===== src/rtl/video_scanout.sv =====
// rtl/video_scanout.sv - video timing generator and palettised pixel sink
//
// Scans a framebuffer through the video bus. A pixel enable is derived from
// the system clock, the h/v counters advance on it, and each pixel position is
// presented to the bus for CLK_DIV clocks. The returned colour is captured on
// the following pixel enable, together with the delayed de/hsync/vsync.
//
// Optional feature macro: VIDEO_SCANOUT_DOUBLE_SCAN_EN
//   defined     : each source line is shown on two output lines (line = v >> 1)
//   not defined : one output line per source line (line = v)
//
// Ports:
//   i_clock          system clock
//   i_reset_n        asynchronous active-low reset
//   o_video_request  scan window active (line or prefetch)
//   o_video_pos_x    requested pixel column
//   o_video_pos_y    requested source line
//   i_video_rdata    0x00RRGGBB for the previous position, one clock later
//   o_vga_r/g/b      pixel colour, zero outside the active area
//   o_vga_de         data enable
//   o_vga_hsync      horizontal sync, active-low
//   o_vga_vsync      vertical sync, active-low
//   o_frame_start    one-clock pulse when position (0,0) is presented

module video_scanout #(
   parameter int CLK_DIV  = 4,
   parameter int H_ACTIVE = 320,
   parameter int H_FRONT  = 8,
   parameter int H_SYNC   = 48,
   parameter int H_BACK   = 24,
   parameter int V_ACTIVE = 200,
   parameter int V_FRONT  = 10,
   parameter int V_SYNC   = 2,
   parameter int V_BACK   = 33,
   parameter int PREFETCH = 8
) (
   input  logic        i_clock,
   input  logic        i_reset_n,
   output logic        o_video_request,
   output logic [8:0]  o_video_pos_x,
   output logic [8:0]  o_video_pos_y,
   input  logic [31:0] i_video_rdata,
   output logic [7:0]  o_vga_r,
   output logic [7:0]  o_vga_g,
   output logic [7:0]  o_vga_b,
   output logic        o_vga_de,
   output logic        o_vga_hsync,
   output logic        o_vga_vsync,
   output logic        o_frame_start
);

   localparam int H_TOTAL = H_ACTIVE + H_FRONT + H_SYNC + H_BACK;
   localparam int V_TOTAL = V_ACTIVE + V_FRONT + V_SYNC + V_BACK;
   localparam int DW = $clog2(CLK_DIV);
   localparam int HW = $clog2(H_TOTAL);
   localparam int VW = $clog2(V_TOTAL);

   // Comparison constants carry one spare bit so a region end equal to the
   // total count still fits.
   localparam logic [DW-1:0] DIV_LAST  = DW'(CLK_DIV - 1);
   localparam logic [HW-1:0] H_LAST    = HW'(H_TOTAL - 1);
   localparam logic [VW-1:0] V_LAST    = VW'(V_TOTAL - 1);
   localparam logic [HW:0]   H_ACT_C   = (HW+1)'(H_ACTIVE);
   localparam logic [HW:0]   H_SS_C    = (HW+1)'(H_ACTIVE + H_FRONT);
   localparam logic [HW:0]   H_SE_C    = (HW+1)'(H_ACTIVE + H_FRONT + H_SYNC);
   localparam logic [HW:0]   H_PF_C    = (HW+1)'(H_TOTAL - PREFETCH);
   localparam logic [VW:0]   V_ACT_C   = (VW+1)'(V_ACTIVE);
   localparam logic [VW:0]   V_SS_C    = (VW+1)'(V_ACTIVE + V_FRONT);
   localparam logic [VW:0]   V_SE_C    = (VW+1)'(V_ACTIVE + V_FRONT + V_SYNC);

   logic [DW-1:0] div_q, div_d;
   logic [HW-1:0] h_q, h_d;
   logic [VW-1:0] v_q, v_d;
   logic          req_q, req_d;
   logic [8:0]    pos_x_q, pos_x_d;
   logic [8:0]    pos_y_q, pos_y_d;
   // First stage: decode of the presented position, aligned with pos_x/pos_y.
   logic          de_s1_q, de_s1_d;
   logic          hs_s1_q, hs_s1_d;
   logic          vs_s1_q, vs_s1_d;
   // Second stage: display outputs, one pixel behind the position.
   logic [7:0]    r_q, r_d, g_q, g_d, b_q, b_d;
   logic          de_q, de_d, hs_q, hs_d, vs_q, vs_d;
   logic          fs_q, fs_d;

   logic          pix_en;
   logic          h_wrap, v_wrap;
   logic [VW-1:0] vnext;
   logic [HW:0]   h_ext;
   logic [VW:0]   v_ext, vn_ext;
   logic [8:0]    line_v, line_vn;
   logic          line_win, pf_win;
   logic          unused_rdata;

   assign unused_rdata = ^i_video_rdata[31:24];

   assign pix_en = (div_q == DIV_LAST);
   assign h_wrap = (h_q == H_LAST);
   assign v_wrap = (v_q == V_LAST);
   assign vnext  = v_wrap ? '0 : v_q + 1'b1;
   assign h_ext  = {1'b0, h_q};
   assign v_ext  = {1'b0, v_q};
   assign vn_ext = {1'b0, vnext};

`ifdef VIDEO_SCANOUT_DOUBLE_SCAN_EN
   assign line_v   = 9'(v_q >> 1);
   assign line_vn  = 9'(vnext >> 1);
   // Odd output lines repeat the source line already fetched for the even one.
   assign pf_win   = (h_ext >= H_PF_C) && (vn_ext < V_ACT_C) && !vnext[0];
`else
   assign line_v   = 9'(v_q);
   assign line_vn  = 9'(vnext);
   assign pf_win   = (h_ext >= H_PF_C) && (vn_ext < V_ACT_C);
`endif
   assign line_win = (v_ext < V_ACT_C) && (h_ext < H_ACT_C);

   always_comb begin
      div_d   = pix_en ? '0 : div_q + 1'b1;
      h_d     = h_q;
      v_d     = v_q;
      req_d   = req_q;
      pos_x_d = pos_x_q;
      pos_y_d = pos_y_q;
      de_s1_d = de_s1_q;
      hs_s1_d = hs_s1_q;
      vs_s1_d = vs_s1_q;
      r_d     = r_q;
      g_d     = g_q;
      b_d     = b_q;
      de_d    = de_q;
      hs_d    = hs_q;
      vs_d    = vs_q;
      fs_d    = pix_en && (h_q == '0) && (v_q == '0);

      if (pix_en) begin
         if (h_wrap) begin
            h_d = '0;
            v_d = vnext;
         end else begin
            h_d = h_q + 1'b1;
         end

         // Present the current counter position to the bus.
         req_d   = line_win || pf_win;
         pos_x_d = line_win ? 9'(h_q) : 9'd0;
         if (line_win) begin
            pos_y_d = line_v;
         end else if (pf_win) begin
            pos_y_d = line_vn;
         end
         de_s1_d = line_win;
         hs_s1_d = !((h_ext >= H_SS_C) && (h_ext < H_SE_C));
         vs_s1_d = !((v_ext >= V_SS_C) && (v_ext < V_SE_C));

         // Colour for the position presented during the pixel just ending.
         r_d  = de_s1_q ? i_video_rdata[23:16] : 8'd0;
         g_d  = de_s1_q ? i_video_rdata[15:8]  : 8'd0;
         b_d  = de_s1_q ? i_video_rdata[7:0]   : 8'd0;
         de_d = de_s1_q;
         hs_d = hs_s1_q;
         vs_d = vs_s1_q;
      end
   end

   always_ff @(posedge i_clock or negedge i_reset_n) begin
      if (!i_reset_n) begin
         div_q   <= '0;
         h_q     <= '0;
         v_q     <= '0;
         req_q   <= 1'b0;
         pos_x_q <= 9'd0;
         pos_y_q <= 9'd0;
         de_s1_q <= 1'b0;
         hs_s1_q <= 1'b1;
         vs_s1_q <= 1'b1;
         r_q     <= 8'd0;
         g_q     <= 8'd0;
         b_q     <= 8'd0;
         de_q    <= 1'b0;
         hs_q    <= 1'b1;
         vs_q    <= 1'b1;
         fs_q    <= 1'b0;
      end else begin
         div_q   <= div_d;
         h_q     <= h_d;
         v_q     <= v_d;
         req_q   <= req_d;
         pos_x_q <= pos_x_d;
         pos_y_q <= pos_y_d;
         de_s1_q <= de_s1_d;
         hs_s1_q <= hs_s1_d;
         vs_s1_q <= vs_s1_d;
         r_q     <= r_d;
         g_q     <= g_d;
         b_q     <= b_d;
         de_q    <= de_d;
         hs_q    <= hs_d;
         vs_q    <= vs_d;
         fs_q    <= fs_d;
      end
   end

   assign o_video_request = req_q;
   assign o_video_pos_x   = pos_x_q;
   assign o_video_pos_y   = pos_y_q;
   assign o_vga_r         = r_q;
   assign o_vga_g         = g_q;
   assign o_vga_b         = b_q;
   assign o_vga_de        = de_q;
   assign o_vga_hsync     = hs_q;
   assign o_vga_vsync     = vs_q;
   assign o_frame_start   = fs_q;

endmodule


===== config.mk =====
export PLATFORM = sky130hd
export DESIGN_NAME = video_scanout
export DESIGN_NICKNAME = d
export VERILOG_FILES = /design/src/rtl/video_scanout.sv
export SDC_FILE = /design/constraint.sdc
export NUM_CORES = 1
export LEC_CHECK = 0
export CORE_MARGIN = 3
export CORE_UTILIZATION = 43
export DETAILED_ROUTE_END_ITERATION = 12
export PLACE_DENSITY_LB_ADDON = 0.15
export SYNTH_ARGS = -nofsm -noshare
export SYNTH_HDL_FRONTEND = slang
export SYNTH_SLANG_ARGS = --single-unit

===== constraint.sdc =====
create_clock -name i_clock -period 2.4 [get_ports i_clock]
set_input_delay 0.48 -clock i_clock [delete_from_list [all_inputs] [get_ports i_clock]]
set_output_delay 0.48 -clock i_clock [all_outputs]
set_load 0.1 [all_outputs]

* Yosys cells after proc, flatten, opt, wreduce, memory -nomap -nowiden *
Index checks and enable logic that the tools add are counted.

operators by class
  add/sub/neg operators = 3
  order comparisons = 8
  eq/ne operators = 3
  multiplexer cells = 9
  reduce and logical (&&, ||, !) cells = 14

operators by type and width
  cell                                                           count
  9-bit 2-to-1 mux                                               4
  8-bit 2-to-1 mux                                               4
  8-bit < comparator, second input constant                      3
  9-bit >= comparator, second input constant                     2
  9-bit < comparator, second input constant                      2
  9-bit by 1-bit adder with 9-bit output, second input constant  1
  9-bit == test, second input constant                           1
  9-bit logical NOT                                              1
  8-bit by 1-bit adder with 8-bit output, second input constant  1
  8-bit == test, second input constant                           1
  8-bit >= comparator, second input constant                     1
  8-bit logical NOT                                              1
  1-bit logical AND                                              6
  2-bit AND reduction                                            2
  2-bit by 1-bit adder with 2-bit output, second input constant  1
  2-bit == test, second input constant                           1
  1-bit logical NOT                                              2
  2-bit 2-to-1 mux                                               1
  2-bit nonzero test                                             1
  1-bit logical OR                                               1

storage, ports and cells
  flip-flop bits (word level) = 69
  input bits = 34
  output and inout port bits = 47
  logic and storage cells = 53

* Depth between registers and ports, before layout *
Gate-level depths: netlist of run 1.

  depth in word-level cells = 6
  mapped depth = 8

* Worst setup path after synthesis of run 1 *
No wires, ideal clock.

  path type = flip-flop to flip-flop
  start point = register v_q[0]
  end point = register pos_y_q[0], in the netlist o_video_pos_y[0]
  setup time = 0.126 ns
  data arrival time = 1.920 ns
  data required time = 2.274 ns
  setup slack = 0.354 ns
  cell stages (with the launch flop) = 9
  buffers on the path = 1
  path through = dfrtp_1 > inv_1 > ha_1 > nand4b_1 > a21oi_1 > a211o_1 > o41a_1 > buf_6 > mux2_4

between the ends
  longest elaborated chain between the ends = 6
  elaborated cells on any way between the ends = 11

RTL lines
  what                                                                            RTL line  RTL
  from (decl)                                                                     73        logic [VW-1:0] v_q, v_d;
  from (signal assigned)                                                          186       v_q <= v_d;
  8-bit by 1-bit adder with 8-bit output / 8-bit == test (equally long branches)  100, 99
  8-bit 2-to-1 mux                                                                100       assign vnext = v_wrap ? '0 : v_q + 1'b1;
  8-bit < comparator                                                              113       assign pf_win = (h_ext >= H_PF_C) && (vn_ext < V_ACT_C);
  1-bit logical AND                                                               113
  2-bit nonzero test (no line)                                                    --
  2-bit AND reduction (no line)                                                   --
  to (signal assigned)                                                            189       pos_y_q <= pos_y_d;
  to (decl)                                                                       76        logic [8:0] pos_y_q, pos_y_d;

Parallel ways exist; a longest one is shown, timed or not. The select of a mux whose other input is x is not followed.
A chain may end at the register's enable or synchronous reset.

* Worst setup path in the final report of run 1 *
  start point = register v_q[0]
  end point = register pos_y_q[7], in the netlist o_video_pos_y[7]

The elaborated chain is that of the path after synthesis.

==> results of run 1 <==
## per-layer routing
layer,vias to the layer above,wire [um],global-route usage [%]
li1,1291,-,-
met1,1264,3400,25.2
met2,80,3260,26.4
met3,11,583,5.23
met4,0,105,7.22
met5,-,0,0
## path summary, 6_finish.rpt
path	from	endpoint	cells after the start
max	v_q[0]	o_video_pos_y[7]	8
min	i_reset_n	o_video_pos_x[5]	2
min in group i_clock	div_q[0]	div_q[0]	1
max in group asynchronous	i_reset_n	o_vga_vsync	2
min reg2reg	div_q[0]	div_q[0]	1
max reg2reg	v_q[0]	o_video_pos_y[7]	8
## worst reg2reg max path, stage by stage (launching register included)
cell	delay, ns
dfrtp_1	0.40
inv_1	0.11
ha_1	0.26
nand4b_1	0.14
a21oi_1	0.08
a211o_1	0.28
o41a_1	0.45
buf_12	0.18
mux2_4	0.30
## cells in the mapped netlist (5+ instances only)
cell type | instances | area (um^2)
nand3_1 | 30 | 150
a21oi_1 | 8 | 40.0
nand4_1 | 5 | 31.3
nor2_1 | 18 | 67.6
mux2_4 | 8 | 120
o21ai_1 | 6 | 30.0
o21ai_0 | 32 | 160
buf_2 | 5 | 25.0
buf_6 | 5 | 56.3
nand2_1 | 25 | 93.8
inv_1 | 32 | 120
o2bb2ai_1 | 11 | 96.3
clkbuf_1 | 18 | 67.6
dfrtp_1 | 64 | 1600
a31oi_1 | 6 | 37.5
ha_1 | 5 | 62.6
xnor2_1 | 5 | 43.8
## power by group through the flow
stage	Sequential (uW)	Clock, uW	Combinational, uW
floorplan	1350	0	21.9
global placement	1200	0	280
detailed placement	1200	0	282
CTS	1180	1060	282
global route	1180	1120	292
finish	1180	1040	278
## cell usage in the layout (no fill, tap or decap), drive strengths merged, types with 2 or more instances in the layout
master and count:
nor3 3, bufinv 2, and3 3, clkdlybuf4s50 24, ha 5, xnor2 5
nor2 18, xor2 2, clkinv 2, dfstp 4, a22o 2, nand3 31
dfrtp 64, buf 64, nor4 3, clkinvlp 2, nor4b 4, and4 2
nand4 5, clkbuf 10, a31oi 6, inv 32, o21ai 38, mux2 12
nand2 26, o31ai 3, a21o 3, o311a 2, o2bb2ai 11, a21oi 8
## sequential cells by signal (all words and copies together), names as in the netlist, 2 cells and up
register       cells
div_q              2
h_q                9
o_vga_b            8
o_vga_g            8
o_vga_r            8
o_video_pos_x      9
o_video_pos_y      8
v_q                8
## timing repair
item	CTS	global route
setup buffers	0	2
hold buffers	0	0
endpoints found under the setup margin	0	7
gates resized for setup	0	2
## cell type report
type | count | area (um^2) | area share, %
timing repair buffer | 88 | 743 | 17.6
clock inverter | 6 | 88.8 | 2.11
inverter | 32 | 120 | 2.85
multi-input combinational | 205 | 1310 | 31.0
clock buffer | 10 | 128 | 3.02
tap | 99 | 124 | 2.94
sequential | 68 | 1710 | 40.5
## stage by stage
step / hold slack, ns / power, uW / cell area, um^2
2_1_floorplan: 0.184 / 1370 / 3300
3_3_place_gp: 0.420 / 1480 / 3980
3_5_place_dp: 0.431 / 1480 / 3980
4_1_cts: 0.155 / 2520 / 4200
5_1_grt: 0.164 / 2590 / 4220
6_report: 0.143 / 2490 / 4220
## cell families after synthesis
group | count (synthesis) | synth area share, %
AND/OR/NAND/NOR | 101 | 15.5
multiplexers | 12 | 5.00
adder cells (fa/ha/maj) | 5 | 1.90
buffers and inverters | 63 | 8.83
XOR/XNOR | 7 | 1.86
flip-flops | 68 | 51.7
other | 1 | 0.114
AO/OA/AOI/OAI | 79 | 15.1
==> results by group, run 1 <==
Clock network
  • Clk buf depth: 2
  • Clk pin slew, worst setup/hold paths: approximately 0.080 ns
  • CTS root buf: clkbuf_8
  • H-tree depth: 3
  • Clock latency on the worst-skew pair: 0.35 ns
  • CTS tree: built
  • CTS Sinks: about 70
  • Cts bufs inserted: 9

Logic synthesis
  • Mapped Cells: ~340
  • Synthesized area: 3300 um^2
  • Seq/Total Area, Yosys: 51.7%
  • Synth Register Bits: around 70
  • Syn_area_per_cell: slightly below 10 um^2
  • Synthesis warning total: 0
  • Synth Flop Type: dfrtp_1
  • Post-synth ARST share: 100%
  • Number of synthesized flops with an enable pin: 0
  • Mapped Nets: 375
  • Post-synth cell types: between 40 and 50

Finish
  • Fin util: 57.6%
  • Fillers: 646
  • Layout Nets: about 440
  • Finished Layout Cells: approximately 510
  • Share of layout cells above drive strength 1: between 20% and 30%
  • Layout area overhead: 27.8%
  • Inserted Diodes: 0

Worst setup path
  • Crit-path cells: inv_1 -> ha_1 -> nand4b_1 -> a21oi_1 -> a211o_1 -> o41a_1 -> buf_12 -> mux2_4
  • Crit path buf inv count: 2
  • Crit start category: flip-flop
  • Crit-path max cell delay: approximately 0.45 ns
  • Critical-path top delay cell: o41a_1
  • CP Class: reg -> reg
  • Crit end category: flip-flop
  • Worst EP required: approximately 2.6 ns
  • WP data arrival: approximately 2.5 ns
  • Flop-to-flop setup slack: 0.09 ns
  • CP max FO: 8
  • Crit path max-delay family: compound AO/OA/AOI/OAI gates

Power and ir drop
  • Pwr dens: just under 600 nW/um^2
  • Clock network power share: between 40% and 50%
  • Sw Pwr: just under 700 uW
  • Internal power: ~1800 uW
  • Net Sw Frac: approximately 27%
  • Max VDD drop: roughly 0.34 mV
  • Combinational power share: between 10% and 20%
  • Reg power frac: between 40% and 50%
  • Leak pwr: roughly 0.0019 uW

Route
  • Routed wire per std cell: 14.5 um
  • Drt first-iter violations: around 130
  • Vias: ~2,600
  • Via density per instance: 5.21
  • Final ANT Viol Nets: 0
  • WL final: 7350 um
  • First drt pass iteration count: 4
  • Residual DRC: 0

Placement
  • IO Port Bufs: 71
  • HPWL after DPL: about 4900 um
  • Final GP Congestion: a little over 0.8
  • Setup WS pre-CTS: 0.107 ns
  • Placed Instances: between 400 and 500

Timing
  • Relative slew slack: between 40% and 50%
  • Tcrit/Tclk final: 96.1%
  • Final Hold Viols: 0
  • FMAX: roughly 430 MHz
  • Setup Skew: ~0.012 ns
  • Setup slack after layout: ~0.093 ns
  • Setup TNS: 0 ns
  • Minimum clock period: between 2 and 2.5 ns
  • Finish-stage setup viols: 0
  • Final Max Tran Viols: 0
  • Slew @ Worst Pin: 0.792 ns

Die
  • Core Area: between 7000 and 8000 um^2
  • # rows: 31
  • Initial Utilization: between 40% and 50%
  • # IOs: between 80 and 90
  • Die ar.: between 8000 and 9000 um^2
  • Die Ht: between 90 and 100 um
  • Die width: between 90 and 100 um

Min path
  • Worst hold path type: in -> async

GRT
  • Largest net degree at the start of global routing: just over 70
  • Initial antenna violation count: 0
  • Tot GR Track Use: between 10% and 20%
  • Grt ovf: 0
  • First-pass GRT wire length: 12,500 um
  • Vias in the first global route: 2,640

Run status
  • Status: completed

Job
  • Max-cap violations: 0
Power figures use the tool's default switching activity.
==> run 2: changes to the inputs <==
Settings changed: REMOVE_ABC_BUFFERS set to 1.
==> run 2 against run 1 <==
Fmax up 1.6%. Worst setup slack better by 0.036 ns. Final cell count rose by 0.39%. Utilization fell by 0.24 points. Wire length decreased by 1.4%. Worst hold slack lost 0.027 ns. Sequential share of layout area rose by 0.17 points. Clock power is 9.5% lower. Via count down 1.1%. Global-route usage fell by 0.55 points. Sequential cell count stayed put. Clock skew is 0.00082 ns lower. Critical endpoint unchanged. Largest power group unchanged.
==> results by group, run 2 (same netlist as run 1, synthesis figures left out) <==
Timing
  • Finish-stage setup viols: 0
  • Setup Skew: around 0.011 ns
  • FMAX: about 440 MHz
  • Tcrit/Tclk final: about 95%
  • Minimum clock period: between 2 and 2.5 ns
  • Setup slack after layout: 0.128 ns
  • Relative slew slack: a little under half
  • Final Hold Viols: 0
  • Final Max Tran Viols: 0
  • Slew @ Worst Pin: roughly 0.8 ns
  • RSZ-0062 raised after global routing: false
  • Hold WS: roughly 0.12 ns
  • Setup TNS: 0 ns

Finish
  • Layout Nets: 445
  • Fillers: 640
  • Fin util: 57.3%
  • Inserted Diodes: 0
  • Commonest non-fill, non-tap cell in the layout: buf_4
  • Layout area overhead: 27.3%
  • Most frequent cells in the layout: buf_4, dfrtp_1, inv_1, o21ai_0, nand3_1
  • Share of layout cells above drive strength 1: 25.3%

Worst setup path
  • Worst R2R Path Depth: 8
  • Crit start category: flip-flop
  • Crit end category: flip-flop
  • CP Class: reg -> reg
  • Launch point of the critical path: v_q[0]
  • FF-to-FF End: o_video_pos_y[7]
  • Worst R2R Start: v_q[0]
  • Worst EP required: roughly 2.6 ns
  • Worst setup path endpoint: o_video_pos_y[7]
  • Flop-to-flop setup slack: around 0.13 ns
  • CP max FO: 5
  • WP data arrival: between 2 and 2.5 ns

GRT
  • Vias in the first global route: 2,468
  • First-pass GRT wire length: 12,200 um
  • Initial antenna violation count: 0
  • Tot GR Track Use: between 10% and 20%
  • Grt ovf: 0
  • Largest net degree at the start of global routing: 58

Die
  • Die ar.: 8760 um^2
  • # rows: 31
  • # IOs: 81
  • Die Ht: 93.6 um
  • Core Area: 7330 um^2
  • Die width: about 94 um
  • Initial Utilization: approximately 45%

Clock network
  • CTS root buf: clkbuf_8
  • CTS Sinks: 68
  • Post-CTS Hold Fix Bufs: 0
  • CTS tree: built
  • H-tree depth: 3
  • Clock latency on the worst-skew pair: 0.34 ns
  • Cts bufs inserted: 9
  • Clk pin slew, worst setup/hold paths: about 0.08 ns
  • Clk buf depth: 2

Route
  • First drt pass iteration count: 4
  • Drt first-iter violations: ~110
  • Vias: between 2,000 and 3,000
  • Via density per instance: around 5
  • WL final: just over 7000 um
  • Residual DRC: 0
  • Routed wire per std cell: about 14 um
  • Final ANT Viol Nets: 0

Min path
  • Worst hold path type: in -> async

Power and ir drop
  • Pwr Total: roughly 2400 uW
  • Leak pwr: 0.00186 uW
  • Max VDD drop: between 0.2 and 0.3 mV
  • Pwr dens: approximately 570 nW/um^2

Placement
  • HPWL after DPL: 4900 um
  • IO Port Bufs: 71
  • Final GP Congestion: between 0.8 and 0.9
  • Setup WS pre-CTS: about 0.10 ns

Job
  • Max-cap violations: 0

Run status
  • Status: completed
-- run 2: final cells by class --
| type | instances | area (um^2) | share of cell area [%] |
|---|---|---|---|
| clock buffers | 9 | 124 | 2.95 |
| multi-input cells | 205 | 1310 | 31.1 |
| inverters | 32 | 120 | 2.86 |
| flip-flops and latches | 68 | 1710 | 40.6 |
| clock inverters | 7 | 75.1 | 1.79 |
| well taps | 99 | 124 | 2.95 |
| repair buffers | 90 | 746 | 17.7 |
-- run 2: what timing repair did --
action	in CTS	in global routing
resized for setup	0	1
setup endpoints to repair	0	7
hold endpoints to repair	0	0
buffers inserted	0	1
-- run 2: worst min-delay path by stage --
stage / cells after the start / endpoint / from / slack [ns]
5_1_grt: 1 / o_vga_r[5] / i_reset_n / 0.15
3_5_place_dp: 1 / div_q[0] / div_q[0] / 0.43
2_1_floorplan: 0 / de_s1_q / i_reset_n / 0.18
6_report: 1 / o_vga_g[3] / i_reset_n / 0.12
4_1_cts: 1 / o_vga_r[4] / i_reset_n / 0.11
3_3_place_gp: 1 / div_q[0] / div_q[0] / 0.42
-- run 2: power breakdown --
part	leakage, uW	internal [uW]	switching (uW)
combinational	0.000930	70.4	208
sequential	0.000833	1170	11.1
clock	0.0000923	485	457
-- run 2: per-layer routing --
| metal | GRT usage (%) | vias up | part of all wire, % |
|---|---|---|---|
| li1 | - | 1301 | - |
| met1 | 26.6 | 1230 | 51 |
| met2 | 24.4 | 80 | 42 |
| met3 | 3.38 | 6 | 6.2 |
| met4 | 7.10 | 0 | 0.83 |
| met5 | 0 | - | 0 |
-- run 2: stage by stage --
step / instances / instance area [um^2]
floorplan: 305 / 3130
global placement: 493 / 3990
detailed placement: 493 / 3990
CTS: 509 / 4190
global route: 510 / 4200
finish: 510 / 4200
-- run 2: critical path, stage by stage, from the launching register on --
cell and delay, ns:
dfrtp_1 0.37, inv_1 0.10, ha_1 0.26, nand4b_1 0.13, a21oi_1 0.08, a211o_1 0.26, o41a_1 0.46, buf_4 0.20
mux2_4 0.29
